`config.mk`:
```
export PLATFORM = sky130hd
export DESIGN_NAME = ahb_param_decoder
export DESIGN_NICKNAME = d
export VERILOG_FILES = /design/src/rtl/ahb_param_decoder.sv
export SDC_FILE = /design/constraint.sdc
export NUM_CORES = 1
export LEC_CHECK = 0
export BUFFER_PORTS_ARGS = -buffer_cell sky130_fd_sc_hd__buf_4
export CORE_AREA = 4 4 147 149
export DETAILED_ROUTE_END_ITERATION = 16
export DIE_AREA = 0 0 151 153
export PLACE_DENSITY_LB_ADDON = 0.3
export SLEW_MARGIN = 30
export SYNTH_ARGS = -nofsm -noshare
export SYNTH_HDL_FRONTEND = slang
export SYNTH_SLANG_ARGS = --single-unit
```
`constraint.sdc`:
```
create_clock -name HCLK -period 2.3 [get_ports HCLK]
set_input_delay 0.115 -clock HCLK [delete_from_list [all_inputs] [get_ports HCLK]]
set_output_delay 0.115 -clock HCLK [all_outputs]
set_load 0.01 [all_outputs]
```
`src/rtl/ahb_param_decoder.sv`:
```
// AHB input-stage decoder: combinational address-phase select, one registered data-phase owner, built-in ERROR default slave.
// Response mux follows the registered owner; the owner only advances when HREADYS is high, so stalls come straight from the selected port.
module ahb_param_decoder #(
   parameter int NUM_PORTS = 4,
   parameter int DATA_W    = 32,
   parameter int USER_W    = 32,
   parameter logic [NUM_PORTS*22-1:0] BASE = {22'h180000, 22'h100000, 22'h080000, 22'h000000},
   parameter logic [NUM_PORTS*22-1:0] MASK = {22'h3FFFFF, 22'h3C0000, 22'h3FFFC0, 22'h3FFFC0}
) (
   input  logic                        HCLK,
   input  logic                        HRESET,
   input  logic                        HREADYS,
   input  logic                        sel_dec,
   input  logic [21:0]                 decode_addr_dec,
   input  logic [1:0]                  trans_dec,
   input  logic [NUM_PORTS-1:0]        active_in,
   input  logic [NUM_PORTS-1:0]        readyout_in,
   input  logic [2*NUM_PORTS-1:0]      resp_in,
   input  logic [DATA_W*NUM_PORTS-1:0] rdata_in,
   input  logic [USER_W*NUM_PORTS-1:0] ruser_in,
   output logic [NUM_PORTS-1:0]        sel_out,
   output logic                        active_dec,
   output logic                        HREADYOUTS,
   output logic [1:0]                  HRESPS,
   output logic [DATA_W-1:0]           HRDATAS,
   output logic [USER_W-1:0]           HRUSERS,
   output logic [7:0]                  dft_err_cnt
);

   typedef enum logic [1:0] {
      D_IDLE = 2'd0,
      D_ERR1 = 2'd1,
      D_ERR2 = 2'd2
   } dft_state_t;

   localparam logic [NUM_PORTS:0] SEL_P0  = {{NUM_PORTS{1'b0}}, 1'b1};
   localparam logic [NUM_PORTS:0] SEL_DFT = {1'b1, {NUM_PORTS{1'b0}}};
   localparam logic [1:0]         RESP_OKAY  = 2'b00;
   localparam logic [1:0]         RESP_ERROR = 2'b01;

   logic [NUM_PORTS-1:0] hit;
   logic [NUM_PORTS-1:0] hit_sel;
   logic                 any_hit;
   logic [NUM_PORTS:0]   addr_sel;
   logic [NUM_PORTS:0]   data_sel;
   logic                 dft_accept;

   dft_state_t           dft_state;
   logic                 dft_ready;
   logic [1:0]           dft_resp;

   logic                 port_ready;
   logic [1:0]           port_resp;
   logic [DATA_W-1:0]    port_rdata;
   logic [USER_W-1:0]    port_ruser;

   // Region match, lowest index wins on overlap.
   always_comb begin
      hit     = '0;
      hit_sel = '0;
      any_hit = 1'b0;
      for (int i = 0; i < NUM_PORTS; i++) begin
         hit[i] = ((decode_addr_dec & MASK[i*22 +: 22]) == (BASE[i*22 +: 22] & MASK[i*22 +: 22]));
         if (hit[i] && !any_hit) begin
            hit_sel[i] = 1'b1;
            any_hit    = 1'b1;
         end
      end
   end

   // An idle transfer to an unmapped address keeps the current path.
   always_comb begin
      if (any_hit)
         addr_sel = {1'b0, hit_sel};
      else if (trans_dec == 2'b00)
         addr_sel = data_sel;
      else
         addr_sel = SEL_DFT;
   end

   assign sel_out    = sel_dec ? addr_sel[NUM_PORTS-1:0] : '0;
   assign active_dec = (|(addr_sel[NUM_PORTS-1:0] & active_in)) | addr_sel[NUM_PORTS];
   assign dft_accept = sel_dec & HREADYS & addr_sel[NUM_PORTS] & trans_dec[1];

   always_ff @(posedge HCLK) begin
      if (HRESET)
         data_sel <= SEL_P0;
      else if (HREADYS)
         data_sel <= addr_sel;
   end

   // Two-cycle ERROR: low-ready first cycle, high-ready second cycle.
   always_ff @(posedge HCLK) begin
      if (HRESET) begin
         dft_state   <= D_IDLE;
         dft_ready   <= 1'b1;
         dft_resp    <= RESP_OKAY;
         dft_err_cnt <= 8'd0;
      end else begin
         case (dft_state)
            D_IDLE, D_ERR2: begin
               if (dft_accept) begin
                  dft_state <= D_ERR1;
                  dft_ready <= 1'b0;
                  dft_resp  <= RESP_ERROR;
                  if (dft_err_cnt != 8'hFF)
                     dft_err_cnt <= dft_err_cnt + 8'd1;
               end else begin
                  dft_state <= D_IDLE;
                  dft_ready <= 1'b1;
                  dft_resp  <= RESP_OKAY;
               end
            end
            D_ERR1: begin
               dft_state <= D_ERR2;
               dft_ready <= 1'b1;
               dft_resp  <= RESP_ERROR;
            end
            default: begin
               dft_state <= D_IDLE;
               dft_ready <= 1'b1;
               dft_resp  <= RESP_OKAY;
            end
         endcase
      end
   end

   // data_sel is one-hot, so an AND-OR mux is sufficient.
   always_comb begin
      port_ready = 1'b0;
      port_resp  = '0;
      port_rdata = '0;
      port_ruser = '0;
      for (int i = 0; i < NUM_PORTS; i++) begin
         port_ready = port_ready | (data_sel[i] & readyout_in[i]);
         port_resp  = port_resp  | ({2{data_sel[i]}} & resp_in[i*2 +: 2]);
         port_rdata = port_rdata | ({DATA_W{data_sel[i]}} & rdata_in[i*DATA_W +: DATA_W]);
         port_ruser = port_ruser | ({USER_W{data_sel[i]}} & ruser_in[i*USER_W +: USER_W]);
      end
   end

   assign HREADYOUTS = data_sel[NUM_PORTS] ? dft_ready : port_ready;
   assign HRESPS     = data_sel[NUM_PORTS] ? dft_resp  : port_resp;
   assign HRDATAS    = data_sel[NUM_PORTS] ? '0 : port_rdata;
   assign HRUSERS    = data_sel[NUM_PORTS] ? '0 : port_ruser;

endmodule

```
# After elaboration in Yosys (flattened, before gate mapping)

Index checks and enable logic that the tools add are counted.

Register bits after elaboration: 18
Logic and storage cells: 77

Add/subtract/negate cells: 1
Equal/unequal tests: 6
Mux-type cells: 18
Bitwise logic cells: 34
Reduce and logical (&&, ||, !) cells: 13

Operators by type and width:

| cell                 | count |
|---|---|
| $and 32x32->32       | 8 |
| $or 32x32->32        | 6 |
| $mux 32              | 2 |
| $eq 22x21->1 const B | 1 |
| $logic_not 22->1     | 1 |
| $eq 16x14->1 const B | 1 |
| $mux 1               | 10 |
| $mux 5               | 2 |
| $add 8x1->8 const B  | 1 |
| $and 2x2->2          | 4 |
| $ne 8x8->1 const B   | 1 |
| $pmux 2 s2           | 2 |
| $and 1x1->1          | 7 |
| $or 2x2->2           | 3 |
| $and 4x4->4          | 1 |
| $eq 4x3->1 const B   | 1 |
| $logic_not 2->1      | 2 |
| $mux 4               | 1 |
| $or 1x1->1           | 4 |
| $reduce_or 2->1      | 2 |
| $reduce_or 4->1      | 1 |
| $logic_and 1x1->1    | 3 |
| $logic_not 1->1      | 3 |
| $reduce_and 3->1     | 1 |
| other kinds (4)      | 4 |

# Logic depth before layout (Yosys ltp)

Depth in word-level cells: 16
Depth in mapped cells: 8
Gate-level depth less buffers: 6

# Least setup slack after synthesis

OpenSTA, ideal clock, no wires.

Kind: register to register
Start point: reg dft_err_cnt[0]
End point: reg dft_err_cnt[5]
Arrival time: 1.604 ns
Data required time: 2.177 ns
Slack: 0.572 ns
Cell stages (with the launch flop): 6
Buffers on the path: 1
Clock period less this slack: 1.728 ns
Cell sequence: dfxtp_1 -> ha_1 -> a41o_1 -> clkbuf_1 -> nor4_1 -> mux2_1

Cells in the longest elaborated chain, start to end: 2

RTL lines:

| what                                                                | RTL line | source |
|---|---|---|
| from (decl)                                                         | 27       | `output logic [7:0] dft_err_cnt` |
| from (signal assigned)                                              | 107      | `dft_err_cnt <= dft_err_cnt + 8'd1;` |
| parallel branches: the longest is 2 deep, another holds $add 8x1->8 | -        |  |

Parallel ways; which one is timed is not known.
A chain may end at the register's enable or synchronous reset.

# Final worst setup path

Start point: in decode_addr_dec[11]
End point: out active_dec

Cells in the longest elaborated chain, start to end: 15

RTL lines:

| what              | RTL line | source |
|---|---|---|
| from (decl)       | 14       | `input logic [21:0] decode_addr_dec,` |
| $logic_not 22->1  | 63       | `hit[i] = ((decode_addr_dec & MASK[i*22 +: 22]) == (BASE[i*22 +: 22] & MASK[i*22 +: 22]));` |
| $mux 1            | 64       | `if (hit[i] && !any_hit) begin` |
| $logic_not 1->1   | 64       |  |
| $logic_and 1x1->1 | 64       |  |
| $mux 1            | 64       |  |
| $logic_not 1->1   | 64       |  |
| $logic_and 1x1->1 | 64       |  |
| $mux 1            | 64       |  |
| $logic_not 1->1   | 64       |  |
| $logic_and 1x1->1 | 64       |  |
| $mux 1            | 64       |  |
| $mux 5 (*)        | 73       | `if (any_hit)` |
| $and 4x4->4       | 82       | `assign active_dec = (\|(addr_sel[NUM_PORTS-1:0] & active_in)) \| addr_sel[NUM_PORTS];` |
| $reduce_or 4->1   | 82       |  |
| $or 1x1->1 (*)    | 82       |  |
| to (decl)         | 22       | `output logic active_dec,` |

Every way passes the cells marked *; elsewhere a longest branch is shown, timed or not.

==> impl_table.tex <==
\begin{tabular}{lr}
\hline
Metric & Value \\
\hline
\multicolumn{2}{l}{\textbf{CTS}} \\
CTS-repair resized insts & 0 \\
Postcts setup bufs & 0 \\
Clock tree sinks & 17 \\
Max Root-Sink Buffers & 2 \\
Clock-pin transition on the worst setup and hold timing paths & 0.05 ns \\
CTS buffer count & 3 \\
H-tree levels & 1 \\
TritonCTS clock tree & yes \\
Hold\_buf cts & 0 \\
Clock Latency Late Sink & approximately 0.24 ns \\
Master cell of the clock root buffer & sky130\_fd\_sc\_hd\_\_clkbuf\_16 \\
\multicolumn{2}{l}{\textbf{Logic synthesis}} \\
Register area share after synthesis & 13.7\% \\
Post-synthesis instance total & 364 \\
Count of cell types in the netlist & 38 \\
Post-synthesis sequential element count & 17 \\
Share of synthesized registers carrying an async set or reset & 0\% \\
Yosys synthesis warning count & 0 \\
Number of synthesized flops with an enable pin & 0 \\
Syn\_area\_per\_cell & 6.84 um2 \\
Synthesized cell area & 2490 um2 \\
Most used flip-flop cell after synthesis & sky130\_fd\_sc\_hd\_\_dfxtp\_1 \\
Synthesized net count & 665 \\
\multicolumn{2}{l}{\textbf{Critical path}} \\
Setup slack on the worst flop-to-flop path & 0.54 ns \\
Worst R2R End & dft\_err\_cnt[5] \\
Worst setup startpoint & decode\_addr\_dec[11] \\
Type of element capturing the critical path & output pin \\
Max FO, Critical Path & 9 \\
Startpoint type of the worst setup path & input pin \\
Type of the setup path with the least slack & in2out \\
Launch instance of the worst register-to-register path & dft\_err\_cnt[0] \\
Endpoint arrival time on the critical path & 1.80 ns \\
Required time worst endpoint & 2.18 ns \\
Cells on worst reg2reg path & 4 \\
\multicolumn{2}{l}{\textbf{Route}} \\
Drt pass-1 iters & 5 \\
Met1 Routed Length & 7.02 mm \\
Total length of routed met3 wires & approximately 1.6 mm \\
Number of remaining DRC errors & 0 \\
DRC marker count from the first detailed-route iteration & 196 \\
Highest metal layer with signal wires & met4 \\
Detailed-route wire length per cell & 17.7 um \\
Detail Route met2 WL & approximately 8.6 mm \\
Avg Vias per Cell & 4.51 \\
Via count & about 4400 \\
Routed Antenna Nets & 0 \\
Detailed Route WL & 17.4 mm \\
\multicolumn{2}{l}{\textbf{Power and ir drop}} \\
Portion of total power attributed to the clock network & 22.1\% \\
Part of the power in combinational logic & 57.4\% \\
Net Sw Power & approximately 0.46 mW \\
Switching part of the total power & 29.6\% \\
Sequential group share of total power & 20.5\% \\
Internal power consumption & 1.10 mW \\
Worst vdd ir & 0.000200 V \\
Lkg Pwr & 2.56 nW \\
Power Dens Cells & 273 nW/um2 \\
\multicolumn{2}{l}{\textbf{STA}} \\
Actual slew at the worst max-slew pin & 0.512 ns \\
Final period util & 83.5\% \\
Count of endpoints failing hold in the final timing report & 0 \\
Setup repair after global routing missed its margin & no \\
Setup-violating endpoint count in the final report & 0 \\
Min Clock Period, post-route & between 1.5 and 2 ns \\
Layout Skew & around 0.0027 ns \\
Final sum of negative setup slack & 0 ns \\
Final number of max-transition violations & 0 \\
Worst relative slew slack & roughly 66\% \\
Maximum clock rate & 521 MHz \\
\multicolumn{2}{l}{\textbf{Placed design}} \\
Routability congestion estimate & 0.862 \\
Placed Cells incl. Taps & 977 \\
Number of port buffers & between 300 and 400 \\
DP HPWL & between 10 and 15 mm \\
\multicolumn{2}{l}{\textbf{GRT}} \\
Global-route usage over all layers & 13.3\% \\
Via count of the first global-routing pass & 4491 \\
Total gr overflow & 0 \\
Antenna violations before repair & 1 \\
First-pass GRT wire length & 25.1 mm \\
Maximum number of pins on one net before global-route repair & 71 \\
\multicolumn{2}{l}{\textbf{Worst hold path}} \\
Instance count along the most critical hold path & 2 \\
Worst Hold Launch & HREADYS \\
Min-delay worst type & in2reg \\
Hold endpoint & data\_sel[4] \\
\multicolumn{2}{l}{\textbf{Floorplanning}} \\
Top Ports & 380 \\
Std-Cell Core Area & 20200 um2 \\
Die Outline Area & 23100 um2 \\
DIE WIDTH & 151 um \\
Effective utilization at floorplan & roughly an eighth \\
Die height & 153 um \\
Core Rows & 52 \\
\multicolumn{2}{l}{\textbf{Final layout}} \\
Fraction of layout instances using a drive strength above 1 & 56.4\% \\
Final non-filler cell total & 982 \\
Synthesis-to-finish area growth & 130\% \\
Net count of the finished layout & 1013 \\
Utilization after layout & 28.4\% \\
\multicolumn{2}{l}{\textbf{Job}} \\
Number of max-capacitance violations reported & 0 \\
\multicolumn{2}{l}{\textbf{Run status}} \\
Run status & completed \\
\hline
\end{tabular}
[worst max-delay path, stage by stage]
cell,delay [ns]
sky130_fd_sc_hd__buf_4,0.11
sky130_fd_sc_hd__nor4_1,0.43
sky130_fd_sc_hd__and4_1,0.40
sky130_fd_sc_hd__a211o_1,0.33
sky130_fd_sc_hd__o21bai_1,0.16
sky130_fd_sc_hd__nand4_1,0.10
sky130_fd_sc_hd__buf_4,0.16
[how the worst max path moves through the flow]
stage,end,depth (start not counted)
floorplan,dft_err_cnt[5],5
global placement,dft_err_cnt[6],7
detailed placement,dft_err_cnt[6],7
CTS,sel_out[1],7
global route,sel_out[1],7
finish,active_dec,7
[sequential cells by signal (all words and copies together) (netlist names)]
signal,cells
dft_state,2
data_sel,5
dft_ready,1
dft_err_cnt,8
dft_resp,1
[cells by family after synthesis]
kind of cell / count (synthesis) / share of synthesized area [%]
mux: 6 / 2.56
flops: 17 / 13.7
buf+inv: 53 / 8.69
simple gates: 57 / 12.7
fa+ha+maj: 1 / 0.502
compound gates: 230 / 61.9
[power by group through the flow]
stage                     combinational [mW]  clock, mW  sequential, mW
after CTS                              0.905      0.348           0.321
after global placement                 0.902          0           0.328
final                                  0.897      0.346           0.320
after floorplan                        0.278          0           0.310
after global routing                   0.967      0.360           0.323
after detailed placement               0.901          0           0.328
[final cells by class]
type | count | area (um2)
clock buffer | 4 | 78.8
tap | 270 | 338
sequential | 17 | 347
multi-input combinational | 294 | 1930
timing repair buffer | 390 | 3000
fill | 2223 | 14400
antenna | 1 | 2.50
inverter | 6 | 22.5
[cell usage after synthesis, types with 4 or more instances]
cell	n	area (um2)
sky130_fd_sc_hd__and2_1	4	25.0
sky130_fd_sc_hd__a22oi_1	135	1010
sky130_fd_sc_hd__clkbuf_1	38	143
sky130_fd_sc_hd__nor4_1	5	31.3
sky130_fd_sc_hd__nand3_1	4	20.0
sky130_fd_sc_hd__a21oi_1	74	370
sky130_fd_sc_hd__or4_1	4	30.0
sky130_fd_sc_hd__inv_1	6	22.5
sky130_fd_sc_hd__nor2_1	12	45.0
sky130_fd_sc_hd__nand2_1	9	33.8
sky130_fd_sc_hd__dfxtp_1	17	340
sky130_fd_sc_hd__o31ai_1	5	37.5
sky130_fd_sc_hd__buf_1	5	18.8
[cells in the final DEF (no fill, tap or decap), drive strengths merged]
master,synthesis,routed
o21a,3,3
nor4,5,5
ha,1,1
or2,2,2
and2,4,4
nand4,3,3
o211ai,1,1
nor4b,2,2
nor3b,2,2
diode,0,1
a211o,2,2
o31ai,5,5
mux2i,3,3
nor2,12,12
nor2b,1,1
o21ai,3,3
nand2,9,9
a211oi,3,3
a41o,1,1
a21oi,74,74
nand4b,1,1
dfxtp,17,17
a22oi,135,135
mux2,3,3
nand3,4,4
nor3,3,3
or3,3,3
buf,9,390
a32o,1,1
o31a,1,1
inv,6,6
and4,2,2
clkbuf,38,4
o21bai,1,1
or4,4,4
[routing by layer]
layer / track usage [%] / up-vias
met3: 1.90 / 12
li1: - / 2175
met5: 0 / -
met2: 23.6 / 243
met1: 17.3 / 1995
met4: 2.12 / 0
[stage by stage]
step                power, mW  instance area (um2)  hold slack [ns]  setup WS, ns
floorplan               0.588                 2490            0.198         0.572
global placement         1.23                 5640            0.393         0.317
detailed placement       1.23                 5640            0.393         0.284
CTS                      1.57                 5720            0.149         0.344
global route             1.65                 5730            0.186         0.162
finish                   1.56                 5730            0.144         0.380
Power figures use the tool's default switching activity.
